## src/rtl/iq_player_pkg.sv

```systemverilog
// Shared types and default sizing for the I/Q sample player.
package iq_player_pkg;

  typedef enum logic [1:0] {
    IDLE,
    RUN,
    DONE
  } player_state_t;

  localparam int DEF_SAMPLE_W = 4;
  localparam int DEF_DEPTH    = 128;

endpackage

```

## src/rtl/iq_sample_ram.sv

```systemverilog
// Sample table: synchronous write, asynchronous read, so a same-edge write
// to the read address is seen by the reader as the old contents.
module iq_sample_ram
  import iq_player_pkg::*;
#(
  parameter int SAMPLE_W = DEF_SAMPLE_W,
  parameter int DEPTH    = DEF_DEPTH,
  parameter int ADDR_W   = $clog2(DEPTH)
) (
  input  logic                  clk,
  input  logic                  wr_en,
  input  logic [ADDR_W-1:0]     wr_addr,
  input  logic [2*SAMPLE_W-1:0] wr_data,
  input  logic [ADDR_W-1:0]     rd_addr,
  output logic [2*SAMPLE_W-1:0] rd_data
);

  localparam logic [ADDR_W:0] DEPTH_L = (ADDR_W + 1)'(DEPTH);

  logic [2*SAMPLE_W-1:0] mem [DEPTH];

  // Addresses beyond DEPTH (non power-of-two tables) are dropped.
  always_ff @(posedge clk) begin
    if (wr_en && ({1'b0, wr_addr} < DEPTH_L)) begin
      mem[wr_addr] <= wr_data;
    end
  end

  assign rd_data = mem[rd_addr];

endmodule

```

## src/rtl/iq_sample_player.sv

```systemverilog
// Programmable I/Q sample source: plays a loadable table with a periodic eoc
// strobe, one-shot or looping, with zero or hold fill between strobes.
module iq_sample_player
  import iq_player_pkg::*;
#(
  parameter int SAMPLE_W = DEF_SAMPLE_W,
  parameter int DEPTH    = DEF_DEPTH,
  parameter int ADDR_W   = $clog2(DEPTH),
  parameter int DIV_W    = 8
) (
  input  logic                clk,
  input  logic                reset_n,
  input  logic                wr_en,
  input  logic [ADDR_W-1:0]   wr_addr,
  input  logic [SAMPLE_W-1:0] wr_i,
  input  logic [SAMPLE_W-1:0] wr_q,
  input  logic                start,
  input  logic                stop,
  input  logic                loop_en,
  input  logic                zero_fill,
  input  logic [ADDR_W:0]     length,
  input  logic [DIV_W-1:0]    period,
  output logic [SAMPLE_W-1:0] i_out,
  output logic [SAMPLE_W-1:0] q_out,
  output logic                eoc,
  output logic                wrap,
  output logic                busy,
  output logic                done,
  output logic [ADDR_W-1:0]   sample_idx
);

  localparam logic [ADDR_W:0] DEPTH_L = (ADDR_W + 1)'(DEPTH);
  localparam logic [ADDR_W:0] ONE_L   = (ADDR_W + 1)'(1);

  player_state_t         state_q, state_d;
  logic [DIV_W-1:0]      div_cnt_q, div_cnt_d;
  logic [ADDR_W-1:0]     idx_q, idx_d;
  logic [ADDR_W:0]       len_q, len_d;
  logic [SAMPLE_W-1:0]   i_q, i_d, q_q, q_d;
  logic                  eoc_q, eoc_d;
  logic                  wrap_q, wrap_d;
  logic                  fin_q, fin_d;
  logic [ADDR_W:0]       eff_len;
  logic                  start_ok;
  logic                  last_sample;
  logic [2*SAMPLE_W-1:0] rd_data;

  iq_sample_ram #(
    .SAMPLE_W(SAMPLE_W),
    .DEPTH   (DEPTH),
    .ADDR_W  (ADDR_W)
  ) u_ram (
    .clk    (clk),
    .wr_en  (wr_en),
    .wr_addr(wr_addr),
    .wr_data({wr_i, wr_q}),
    .rd_addr(idx_q),
    .rd_data(rd_data)
  );

  always_comb begin
    eff_len     = (length > DEPTH_L) ? DEPTH_L : length;
    start_ok    = start && (eff_len != '0);
    last_sample = ({1'b0, idx_q} == (len_q - ONE_L));

    state_d   = state_q;
    div_cnt_d = div_cnt_q;
    idx_d     = idx_q;
    len_d     = len_q;
    i_d       = i_q;
    q_d       = q_q;
    eoc_d     = 1'b0;
    wrap_d    = 1'b0;
    fin_d     = fin_q;

    if (stop) begin
      state_d   = IDLE;
      div_cnt_d = '0;
      idx_d     = '0;
      i_d       = '0;
      q_d       = '0;
      fin_d     = 1'b0;
    end else begin
      case (state_q)
        IDLE, DONE: begin
          i_d = '0;
          q_d = '0;
          if (start_ok) begin
            state_d   = RUN;
            div_cnt_d = '0;
            idx_d     = '0;
            len_d     = eff_len;
            fin_d     = 1'b0;
          end
        end
        RUN: begin
          if (start_ok) begin
            div_cnt_d = '0;
            idx_d     = '0;
            len_d     = eff_len;
            fin_d     = 1'b0;
            if (zero_fill) begin
              i_d = '0;
              q_d = '0;
            end
          end else if (fin_q) begin
            // One-shot tail: DONE is entered one edge after the final strobe.
            state_d   = DONE;
            div_cnt_d = '0;
            idx_d     = '0;
            i_d       = '0;
            q_d       = '0;
            fin_d     = 1'b0;
          end else if (div_cnt_q == period) begin
            eoc_d      = 1'b1;
            {i_d, q_d} = rd_data;
            div_cnt_d  = '0;
            if (last_sample) begin
              idx_d = '0;
              if (loop_en) begin
                wrap_d = 1'b1;
              end else begin
                fin_d = 1'b1;
              end
            end else begin
              idx_d = idx_q + ADDR_W'(1);
            end
          end else begin
            div_cnt_d = div_cnt_q + DIV_W'(1);
            if (zero_fill) begin
              i_d = '0;
              q_d = '0;
            end
          end
        end
        default: state_d = IDLE;
      endcase
    end
  end

  always_ff @(posedge clk) begin
    if (!reset_n) begin
      state_q   <= IDLE;
      div_cnt_q <= '0;
      idx_q     <= '0;
      len_q     <= '0;
      i_q       <= '0;
      q_q       <= '0;
      eoc_q     <= 1'b0;
      wrap_q    <= 1'b0;
      fin_q     <= 1'b0;
    end else begin
      state_q   <= state_d;
      div_cnt_q <= div_cnt_d;
      idx_q     <= idx_d;
      len_q     <= len_d;
      i_q       <= i_d;
      q_q       <= q_d;
      eoc_q     <= eoc_d;
      wrap_q    <= wrap_d;
      fin_q     <= fin_d;
    end
  end

  assign i_out      = i_q;
  assign q_out      = q_q;
  assign eoc        = eoc_q;
  assign wrap       = wrap_q;
  assign busy       = (state_q == RUN);
  assign done       = (state_q == DONE);
  assign sample_idx = idx_q;

endmodule

```

## config.mk

```make
export PLATFORM = sky130hd
export DESIGN_NAME = iq_sample_player
export DESIGN_NICKNAME = d
export VERILOG_FILES = /design/src/rtl/iq_player_pkg.sv /design/src/rtl/iq_sample_ram.sv /design/src/rtl/iq_sample_player.sv
export SDC_FILE = /design/constraint.sdc
export NUM_CORES = 1
export LEC_CHECK = 0
export ABC_CLOCK_PERIOD_IN_PS = 2700
export CAP_MARGIN = 10
export CORE_MARGIN = 8
export CORE_UTILIZATION = 55
export CTS_BUF_LIST = sky130_fd_sc_hd__clkbuf_8 sky130_fd_sc_hd__clkbuf_16
export CTS_CLUSTER_DIAMETER = 120
export DETAILED_ROUTE_END_ITERATION = 16
export HOLD_SLACK_MARGIN = 0.02
export PLACE_DENSITY = 0.82
export SYNTH_ARGS = -nofsm -noshare
export SYNTH_HDL_FRONTEND = slang
export SYNTH_SLANG_ARGS = --single-unit
```

## constraint.sdc

```tcl
create_clock -name clk -period 2.7 [get_ports clk]
set_clock_uncertainty 0.2 [all_clocks]
set_input_delay 0.675 -clock clk [delete_from_list [all_inputs] [get_ports clk]]
set_output_delay 0.675 -clock clk [all_outputs]
set_load 0.005 [all_outputs]
```

[After elaboration in Yosys (flattened, before gate mapping)]
Memory sizes are Yosys's and may differ from the RTL's. A register that Yosys moved wholly into a read port is not among the register bits.
Index checks and enable logic that the tools add are counted.
Widths: inputs -> output; s select.
Storage, ports and cells
  memory bits (writable): 1024
  register bits after elaboration: 36
  input bits: 38
  output and inout port bits: 19
  memories: 1
Memories
  u_ram.mem: depth 128, bits a word 8, read ports 1, clocked after Yosys merged registers in 1, wr ports 1, RTL line iq_sample_ram.sv:20  | logic [2*SAMPLE_W-1:0] mem [DEPTH];
Cells by class
  reduce and logical (&&, ||, !) cells: 13
  add/subtract/negate cells: 3
  muxes and demuxes: 39
  equality and inequality tests: 8
  bitwise operators: 5
  order comparisons: 1
Operators with widths (count)
  $mux 7: 7
  $mux 8: 5
  $mux 4: 8
  $pmux 4 s2: 2
  $pmux 8 s2: 1
  $pmux 7 s2: 1
  $mux 1: 10
  $reduce_and 3->1: 3
  $add 8x1->8 const B: 1
  $eq 7x8->1: 1
  $eq 8x8->1: 1
  $gt 8x8->1 const B: 1
  $reduce_bool 8->1: 1
  $sub 8x1->8 const B: 1
  $add 7x1->7 const B: 1
  $reduce_or 7->1: 1
  $mux 2: 3
  $not 1->1: 5
  $reduce_or 5->1: 1
  $ne 2x2->1 const B: 2
  $ne 4x1->1 const B: 1
  $pmux 2 s2: 1
  $reduce_or 2->1: 2
  $reduce_or 3->1: 1
  other kinds (8): 8

[Logic depth before layout (Yosys ltp)]
Gate-level depths: netlist of the first run.
  depth after elaboration: 9
  mapped depth: 9
  gate-level depth less buffers: 8

[Modules after synthesis]
From an unflattened synthesis of the first run, not the netlist that was laid out.
Unflattened totals
  cell total of the unflattened synthesis: 1873
  area, all modules: 41584.9 um2
Modules (own cells, without submodules)
  iq_sample_ram: times used 1, cells each 1627, area an instance 39505.4 um2
  iq_sample_player: times used 1, cells each 246, area an instance 2079.5 um2

[Worst setup path after synthesis of the first run]
Ideal clock, no wire load.
  kind: input to register
  start: in length[4]
  end: reg i_q[2], in the netlist i_out[2]
  setup slack: -0.070 ns
  arrival: 2.506 ns
  buffers on the path: 1
  stages: 7
  cells stage by stage: or4_1 > o21ai_1 > nand4_2 > or3_1 > clkbuf_1 > or3_1 > nand4_1
On the way
  longest elaborated chain between the ends: 6
Ends and longest elaborated chain
  start, declared: RTL line iq_sample_player.sv:21  | input logic [ADDR_W:0] length,
  $gt 8x8->1: RTL line iq_sample_player.sv:62  | eff_len = (length > DEPTH_L) ? DEPTH_L : length;
  $mux 8 *: RTL line iq_sample_player.sv:62
  $reduce_bool 8->1 *: RTL line iq_sample_player.sv:63  | start_ok = start && (eff_len != '0);
  $logic_and 1x1->1 *: RTL line iq_sample_player.sv:63
  $mux 4 *: RTL line iq_sample_player.sv:97  | if (start_ok) begin
  $pmux 4 s2 *: RTL line iq_sample_player.sv:84  | case (state_q)
  end signal, assigned: RTL line iq_sample_player.sv:157  | i_q <= i_d;
  end, declared: RTL line iq_sample_player.sv:39  | logic [SAMPLE_W-1:0] i_q, i_d, q_q, q_d;
Mark *: on every way between the ends. The rest lies on a longest branch, timed or not.
A chain may end at the register's enable or synchronous reset.

==> results of run 1 <==
## final timing paths
check,to,slack (ns),cells after the start
hold / removal,u_ram.mem[74][7],0.21,1
hold reg to reg,i_out[1],0.28,2
setup reg to reg,i_out[3],-0.26,10
setup / recovery,i_out[3],-0.26,10
## layer usage
metal	up-vias	global-route usage	share of wire
met5	-	0	0.00017
met4	2	0.0968	0.041
met3	268	0.0684	0.11
met2	1655	0.398	0.49
met1	11800	0.312	0.35
li1	9143	-	-
## registers in the layout, summed over array words and instances, names as in the netlist, named ones only
| register | cells |
|---|---|
| sample_idx | 7 |
| wrap | 1 |
| u_ram.mem | 1024 |
| div_cnt_q | 8 |
| i_out | 4 |
| state_q | 2 |
| fin_q | 1 |
| eoc | 1 |
| len_q | 8 |
| q_out | 4 |
## worst register-to-register path, cell delays in order, from the launching register on
cell and delay (ns):
dfxtp_4 0.36, buf_12 0.16, buf_16 0.18, buf_12 0.14, buf_16 0.15, buf_4 0.15, mux4_2 0.34, o22ai_1 0.13
nor4_1 0.80, a221oi_2 0.19, o21ai_2 0.10
## power by group through the flow
stage          registers, uW  clock network (uW)  logic, uW
3_5_place_dp           18600                   0       1020
6_report               18200               14800       1130
3_3_place_gp           18600                   0        975
4_1_cts                18200               14900       1080
5_1_grt                18200               15500       1190
2_1_floorplan          18600                   0        405
## final cells by class
type | instances | area [sq um] | area share
Clock buffer | 108 | 2670 | 0.0534
Inverter | 6 | 22.5 | 0.000450
Antenna cell | 2 | 5.00 | 0.000100
Clock inverter | 77 | 812 | 0.0162
Sequential cell | 1067 | 31600 | 0.632
Timing Repair Buffer | 413 | 3990 | 0.0797
Multi-Input combinational cell | 814 | 9670 | 0.193
Tap cell | 969 | 1210 | 0.0242
## placed cells by master (no fill, tap or decap), types with 17 or more instances in the layout
cell type and count:
a21oi_1 26, nor3_1 24, nor2_1 136, mux4_2 263
clkinv_1 19, dfxtp_1 38, buf_4 304, bufinv_16 17
nand3_1 23, edfxtp_1 1024, a22oi_1 48, inv_1 17
clkbuf_16 107, mux2i_1 22, buf_12 42, clkdlybuf4s50_1 48
nand2_1 46
## logic make-up after synthesis
group           share of synthesized area
mux                                 0.149
xor+xnor                          0.00614
fa+ha+maj                        0.000907
buf+inv                            0.0118
compound gates                     0.0325
flops                               0.764
simple gates                       0.0360
## metrics by stage
step,TNS [ns],hold slack [ns],utilization
6_report,-0.768,0.214,0.672
5_1_grt,-1.21,0.211,0.672
4_1_cts,-0.384,0.195,0.666
3_5_place_dp,-78.65,0.256,0.613
3_3_place_gp,-37.97,0.273,0.613
2_1_floorplan,-0.0239,0.261,-
## what timing repair did
action,in CTS,in global routing
buffers inserted,10,17
setup endpoints to repair,22,33
pin swaps,5,7
cloned,4,3
resized for setup,54,43
==> metrics.txt, run 1 <==
status finished, violations left; failing checks setup timing; Via density 6.61; asr flop ratio synth 0; Worst Hold Class in2reg; drt drc 0; hold_buf cts 0; drt initial violations approximately 3000; fraction of layout cells with a size suffix above 1 0.343; top-area cell type share of the netlist area 0.743; final hold viol count 0; Main synth FF type edfxtp_1; Critical Path Max Stage Delay about 0.80 ns; GRT overflow 0; Routed WL per cell 30.8 um; Max clock buf depth 3; CTS tree yes; maximum clock frequency 338 MHz; clock-pin slew on the worst setup and hold paths roughly 0.070 ns; Initial Util 0.556; Synth top cells by count edfxtp_1, mux4_2, nor2_1; Final WS setup -0.262 ns; Yosys reg bits 1067; Detailed Route WL 107000 um; Clk Latency, worst-skew pair around 0.67 ns; post-route total power ~34000 uW; Yosys warnings 0; PwrDens ~680 nW/um^2; worst-path cell chain buf_12 > buf_16 > buf_12 > buf_16 > buf_4 > mux4_2 > o22ai_1 > nor4_1 > a221oi_2 > o21ai_2; Total GRT Usage 0.244; Max Cap Viol 0; register area share after synthesis 0.764; first-pass GRT wire length between 150000 and 200000 um; port bufs between 50 and 60; post-synthesis cell count ~2000; WP data arrival approximately 3.4 ns; Internal between 20000 and 30000 uW; first-pass detailed-route iteration total 8; Slew Limit Fails 0; Cell Count, Final, Fillers Out ~3500; CP startpoint kind flip-flop; Synthesized Nets 2036; most common cell in the netlist edfxtp_1; unique cell type count in the Yosys netlist 56; Inserted Clock Buffers 101; fin area approximately 50000 sq um; Final Cycle Share 1.10; combinational share of power 0.033; nets@finish roughly 2400; RSZ-0062 raised after global routing true; crit end category flip-flop; LEAKAGE 0.0160 uW; area delta synth->final 20.8%; Root Buffer clkbuf_16; I/O Pins between 50 and 60; Die Span X ~290 um; CP bufs+invs 5; gp weighted congestion around 0.94; initial antenna violation count 4; filler instances ~4200; Setup violations, final 8; Die Ht slightly below 300 um; Core Footprint approximately 74000 sq um; DP Area 45600 sq um; HPWL after DPL 63200 um; vias in the first global route roughly 23000; DIE AREA approximately 84000 sq um; largest area contributor in the netlist edfxtp_1; std cell rows 100; pre-CTS WS -0.587 ns; clk sinks ~1100; Clk network pwr share 0.434; Peak VDD IR between 0.5 and 0.6 mV; placed insts approximately 3200; Slew HR 0.391; P_sw 6790 uW; crit-path leading delay family simple AND/OR/NAND/NOR gates; hold path start wr_i[3]; Vias approximately 23000; Reg power frac 0.533; Post-Syn Area slightly above 40000 sq um; kind of critical path reg2reg; slowest CP cell nor4_1; Req. time, crit path 3.10 ns; worst-path fanout max 11; Worst Tran Pin Value 0.906 ns; H-tree Lvls 3; largest cells by area after synthesis edfxtp_1, mux4_2, dfxtp_1; Synth Area per Inst slightly above 20 sq um; Sw Ratio 0.199; Min Clock Period, post-route roughly 3.0 ns; Post-synth EDFFs between 1000 and 1500; remaining antenna violation count 0; largest net degree at the start of global routing 129
Note: power is estimated with default switching activity, not from simulation.
==> run 2, diff against run 1 <==
--- a/config.mk
+++ b/config.mk
@@ -13,7 +13,8 @@
 export CTS_CLUSTER_DIAMETER = 120
 export DETAILED_ROUTE_END_ITERATION = 16
 export HOLD_SLACK_MARGIN = 0.02
-export PLACE_DENSITY = 0.82
+export PLACE_DENSITY = 0.74
 export SYNTH_ARGS = -nofsm -noshare
 export SYNTH_HDL_FRONTEND = slang
 export SYNTH_SLANG_ARGS = --single-unit
+export TNS_END_PERCENT = 5
==> metrics.txt, run 2 (synthesized netlist as in run 1, its figures left out) <==
remaining antenna violation count 0 (unchanged); Slew Limit Fails 0 (unchanged); gp weighted congestion 0.928 (-1.4%); Clk Latency, worst-skew pair 0.66 ns (about the same); worst-path cell chain buf_12 > buf_12 > buf_12 > mux4_2 > a22oi_1 > a21oi_1 > nor4_2 > buf_4 > o21ai_1; CP startpoint kind flip-flop; Internal 26900 uW (-1.9%); port bufs 56 (unchanged); drt drc 0 (unchanged); Min Clock Period, post-route 2.89 ns (-0.0722 ns); R2R setup slack -0.19 ns (+0.07 ns); Top reg by flops u_ram.mem; final core utilization 0.663 (-0.00847); nets@finish 2423 (-0.86%); commonest non-fill, non-tap cell in the layout edfxtp_1; clk sinks 1067 (unchanged); Req. time, crit path 3.03 ns (-0.07 ns); std cell rows 100 (unchanged); maximum clock frequency 346 MHz (+2.5%); hold_buf cts 0 (unchanged); Setup violations, final 9 (+1); Core Footprint 74400 sq um (unchanged); Final WS setup -0.190 ns (+0.0722 ns); combinational share of power 0.031 (-0.002); Sw Ratio 0.200 (+0.00134); Clk network pwr share 0.426 (-0.008); Die Span X 290 um (unchanged); drt initial violations 2506 (-19%); LEAKAGE 0.0157 uW (-1.6%); Die Ht 290 um (unchanged); Detailed Route WL 99000 um (-7.2%); commonest cells after routing, fill and taps aside edfxtp_1, buf_4, mux4_2; RSZ-0062 raised after global routing true; Max clock buf depth 3 (unchanged); fraction of layout cells with a size suffix above 1 0.321 (-0.0218); initial antenna violation count 0 (-4); final hold viol count 0 (unchanged); post-route total power 33600 uW (-1.7%); largest net degree at the start of global routing 129 (unchanged); Max Cap Viol 0 (unchanged); PwrDens 680 nW/um^2 (-0.47%); pre-CTS WS -0.608 ns (-0.0211 ns); area delta synth->final 19.3%; Root Buffer clkbuf_16; Initial Util 0.556 (unchanged); first-pass detailed-route iteration total 6 (-2); GRT overflow 0 (unchanged); status finished, violations left; kind of critical path reg2reg; Worst Hold Class in2reg; Reg power frac 0.542 (+0.009); vias in the first global route 22600 (-3.0%); Setup TNS -0.989 ns (-0.221 ns); Total GRT Usage 0.231 (-0.0133); number of diodes 0 (-2); Routed WL per cell 28.8 um (-6.6%); Inserted Clock Buffers 105 (+4.0%); P_sw 6720 uW (-1.1%); I/O Pins 57 (unchanged); Vias 21800 (-4.4%); placed insts 3235 (-0.031%); H-tree Lvls 3 (unchanged); Via density 6.36 (-3.9%); WP data arrival 3.22 ns (-0.15 ns); Cell Count, Final, Fillers Out 3436 (-0.58%); first-pass GRT wire length 147000 um (-4.2%); Peak VDD IR 0.538 mV (+7.0%); Critical Path Max Stage Delay 0.54 ns (-0.26 ns); Final Cycle Share 1.07 (-0.0267); Largest regs u_ram.mem x1024, div_cnt_q x8, len_q x8; worst-path fanout max 11 (unchanged); failing checks setup timing; HPWL after DPL 61700 um (-2.5%); slowest CP cell mux4_2; Slew HR 0.514 (+0.124); crit end category flip-flop; CTS tree yes; CP dominant cell by count buf_12; clock-pin slew on the worst setup and hold paths 0.06 ns (about the same); DIE AREA 84300 sq um (unchanged); CP bufs+invs 4 (-1); max reg flops 1024 (unchanged); crit-path leading delay family buffers and inverters; Worst Tran Pin Value 0.728 ns (-0.177 ns)
run 2: worst paths after layout:
path	startpoint	to	depth (start not counted)
max	flip-flop	q_out[0]	9
min	wr_i[1]	u_ram.mem[0][5]	1
max reg2reg	flip-flop	q_out[0]	9
min reg2reg	q_out[2]	q_out[2]	2
run 2: power groups by stage:
stage | Combinational [uW] | Clock (uW) | Sequential, uW
after floorplan | 405 | 0 | 18600
after global placement | 989 | 0 | 18600
after detailed placement | 1030 | 0 | 18600
after CTS | 1040 | 14500 | 18200
after global routing | 1110 | 15100 | 18200
final | 1050 | 14300 | 18200
run 2: layout make-up:
type	count	area, sq um
clock buffers	108	2690
clock inverters	84	698
fillers	4638	25100
inverters	6	22.5
multi-input cells	814	9460
flip-flops and latches	1067	31600
well taps	969	1210
repair buffers	388	3680
run 2: layer usage:
| layer | global-route usage | vias up | part of all wire | wire length (um) |
|---|---|---|---|---|
| met4 | 0.0757 | 0 | 0.033 | 3280 |
| met5 | 0 | - | 0 | 0 |
| met3 | 0.0547 | 201 | 0.091 | 8980 |
| li1 | - | 9113 | - | - |
| met1 | 0.309 | 11400 | 0.39 | 38200 |
| met2 | 0.376 | 1142 | 0.49 | 48500 |
run 2: timing repair:
item / 4_1_cts / 5_1_grt
gates cloned: 0 / 1
buffers inserted: 0 / 8
pin swaps: 1 / 3
resized for setup: 7 / 21
setup endpoints to repair: 22 / 30
run 2: through the flow:
step | cell area, sq um | hold WS (ns)
3_5_place_dp | 45700 | 0.295
5_1_grt | 49400 | 0.277
3_3_place_gp | 45700 | 0.281
6_report | 49400 | 0.286
4_1_cts | 49200 | 0.257
2_1_floorplan | 41400 | 0.261
==> run 3, diff against run 2 <==
--- a/config.mk
+++ b/config.mk
@@ -17,4 +17,3 @@
 export SYNTH_ARGS = -nofsm -noshare
 export SYNTH_HDL_FRONTEND = slang
 export SYNTH_SLANG_ARGS = --single-unit
-export TNS_END_PERCENT = 5
==> metrics.txt, run 3 (synthesized netlist as in run 1, its figures left out) <==
Via density 6.41 (+0.87%); Slew HR 0.486 (-0.0284); Root Buffer clkbuf_16; Die Ht 290 um (unchanged); GRT overflow 0 (unchanged); worst-path fanout max 15 (+4); commonest non-fill, non-tap cell in the layout edfxtp_1; first-pass detailed-route iteration total 6 (unchanged); Clk Latency, worst-skew pair 0.67 ns (about the same); r2r worst-path depth 10 (+1); crit end category flip-flop; Setup violations, final 8 (-1); fraction of layout cells with a size suffix above 1 0.339 (+0.0181); hold_buf cts 0 (unchanged); port bufs 56 (unchanged); Peak VDD IR 0.539 mV (+0.11%); Detailed Route WL 101000 um (+2.1%); Core Footprint 74400 sq um (unchanged); Initial Util 0.556 (unchanged); Final Cycle Share 1.08 (+0.00709); Hold Path Stages 1 (unchanged); HPWL after DPL 61700 um (unchanged); failing checks setup timing; clock-pin slew on the worst setup and hold paths 0.06 ns (about the same); grt peak-use layer met2; vias in the first global route 22600 (+0.27%); pre-CTS WS -0.608 ns (unchanged); Slew Limit Fails 0 (unchanged); gp weighted congestion 0.928 (unchanged); Min Clock Period, post-route 2.91 ns (+0.0192 ns); DP Area 45700 sq um (unchanged); maximum clock frequency 344 MHz (-0.66%); kind of critical path reg2reg; clk sinks 1067 (unchanged); GR Util met3 0.0552 (+0.000458); Die Span X 290 um (unchanged); drt initial violations 2646 (+5.6%); Setup TNS -0.892 ns (+0.0973 ns); Inserted Clock Buffers 105 (unchanged); initial antenna violation count 1 (+1); CP startpoint kind flip-flop; tightest hold margin 0.278 ns (-0.00760 ns); LEAKAGE 0.0160 uW (+1.4%); Top reg by flops u_ram.mem; std cell rows 100 (unchanged); status finished, violations left; Final WS setup -0.209 ns (-0.0192 ns); area delta synth->final 20.6%; WP data arrival 3.22 ns (about the same); Req. time, crit path 3.01 ns (-0.02 ns); Max Cap Viol 0 (unchanged); Worst Tran Pin Value 0.764 ns (+0.0356 ns); I/O Pins 57 (unchanged); remaining antenna violation count 0 (unchanged); M1 GR Usage 0.309 (about the same); Largest regs u_ram.mem x1024, div_cnt_q x8, len_q x8; Vias 22200 (+1.5%); number of diodes 0 (unchanged); Max clock buf depth 3 (unchanged); DIE AREA 84300 sq um (unchanged); largest net degree at the start of global routing 129 (unchanged); CTS tree yes; RSZ-0062 raised after global routing true; fin area 49900 sq um (+1.1%); Routed WL per cell 29.2 um (+1.4%); GR Util met2 0.378 (+0.00237); final hold viol count 0 (unchanged); PwrDens 675 nW/um^2 (-0.84%); Total GRT Usage 0.232 (+0.00135); final core utilization 0.670 (+0.00716); commonest cells after routing, fill and taps aside edfxtp_1, buf_4, mux4_2; nets@finish 2445 (+0.91%); Worst Hold Class in2reg; first-pass GRT wire length 147000 um (+0.51%); max reg flops 1024 (unchanged); drt drc 0 (unchanged); H-tree Lvls 3 (unchanged)
run 3: layout make-up:
class,count,area (sq um)
Sequential cell,1067,31600
Clock buffer,108,2690
Clock inverter,84,698
Multi-Input combinational cell,814,9630
Timing Repair Buffer,410,4030
Tap cell,969,1210
Fill cell,4565,24500
Inverter,6,22.5
run 3: worst max-delay path, cell delays in order, from the launching register on:
cell and delay [ns]:
dfxtp_4 0.39, buf_12 0.18, buf_16 0.17, buf_12 0.14, buf_16 0.16, mux4_2 0.51
a22o_1 0.24, a221oi_2 0.24, o22ai_1 0.22, o21bai_4 0.18, nand3_1 0.10
run 3: path summary, 6_finish.rpt:
kind	endpoint	slack, ns	startpoint
setup / recovery	q_out[1]	-0.21	flip-flop
hold / removal	u_ram.mem[0][5]	0.28	wr_i[1]
setup reg to reg	q_out[1]	-0.21	flip-flop
hold reg to reg	i_out[0]	0.32	i_out[0]
run 3: what timing repair did:
item	4_1_cts	5_1_grt
gates cloned	2	5
buffers inserted	7	21
gates resized for setup	24	63
endpoints found under the setup margin	22	30
pin swaps	2	14
run 3: per-stage QoR:
stage,std cells,power (uW)
global placement,3235,19500
detailed placement,3235,19600
finish,3458,33700
global route,3458,34500
CTS,3436,33800
floorplan,1995,19000
run 3: where the power goes:
group          switching (uW)  internal [uW]  leakage [uW]
clock network            6080           8260       0.00174
logic                     652            461       0.00467
registers                28.2          18200       0.00956
run 3: layer usage:
layer	vias up	part of all wire
met5	-	0
met4	0	0.036
met3	220	0.091
met2	1194	0.49
met1	11600	0.38
li1	9151	-
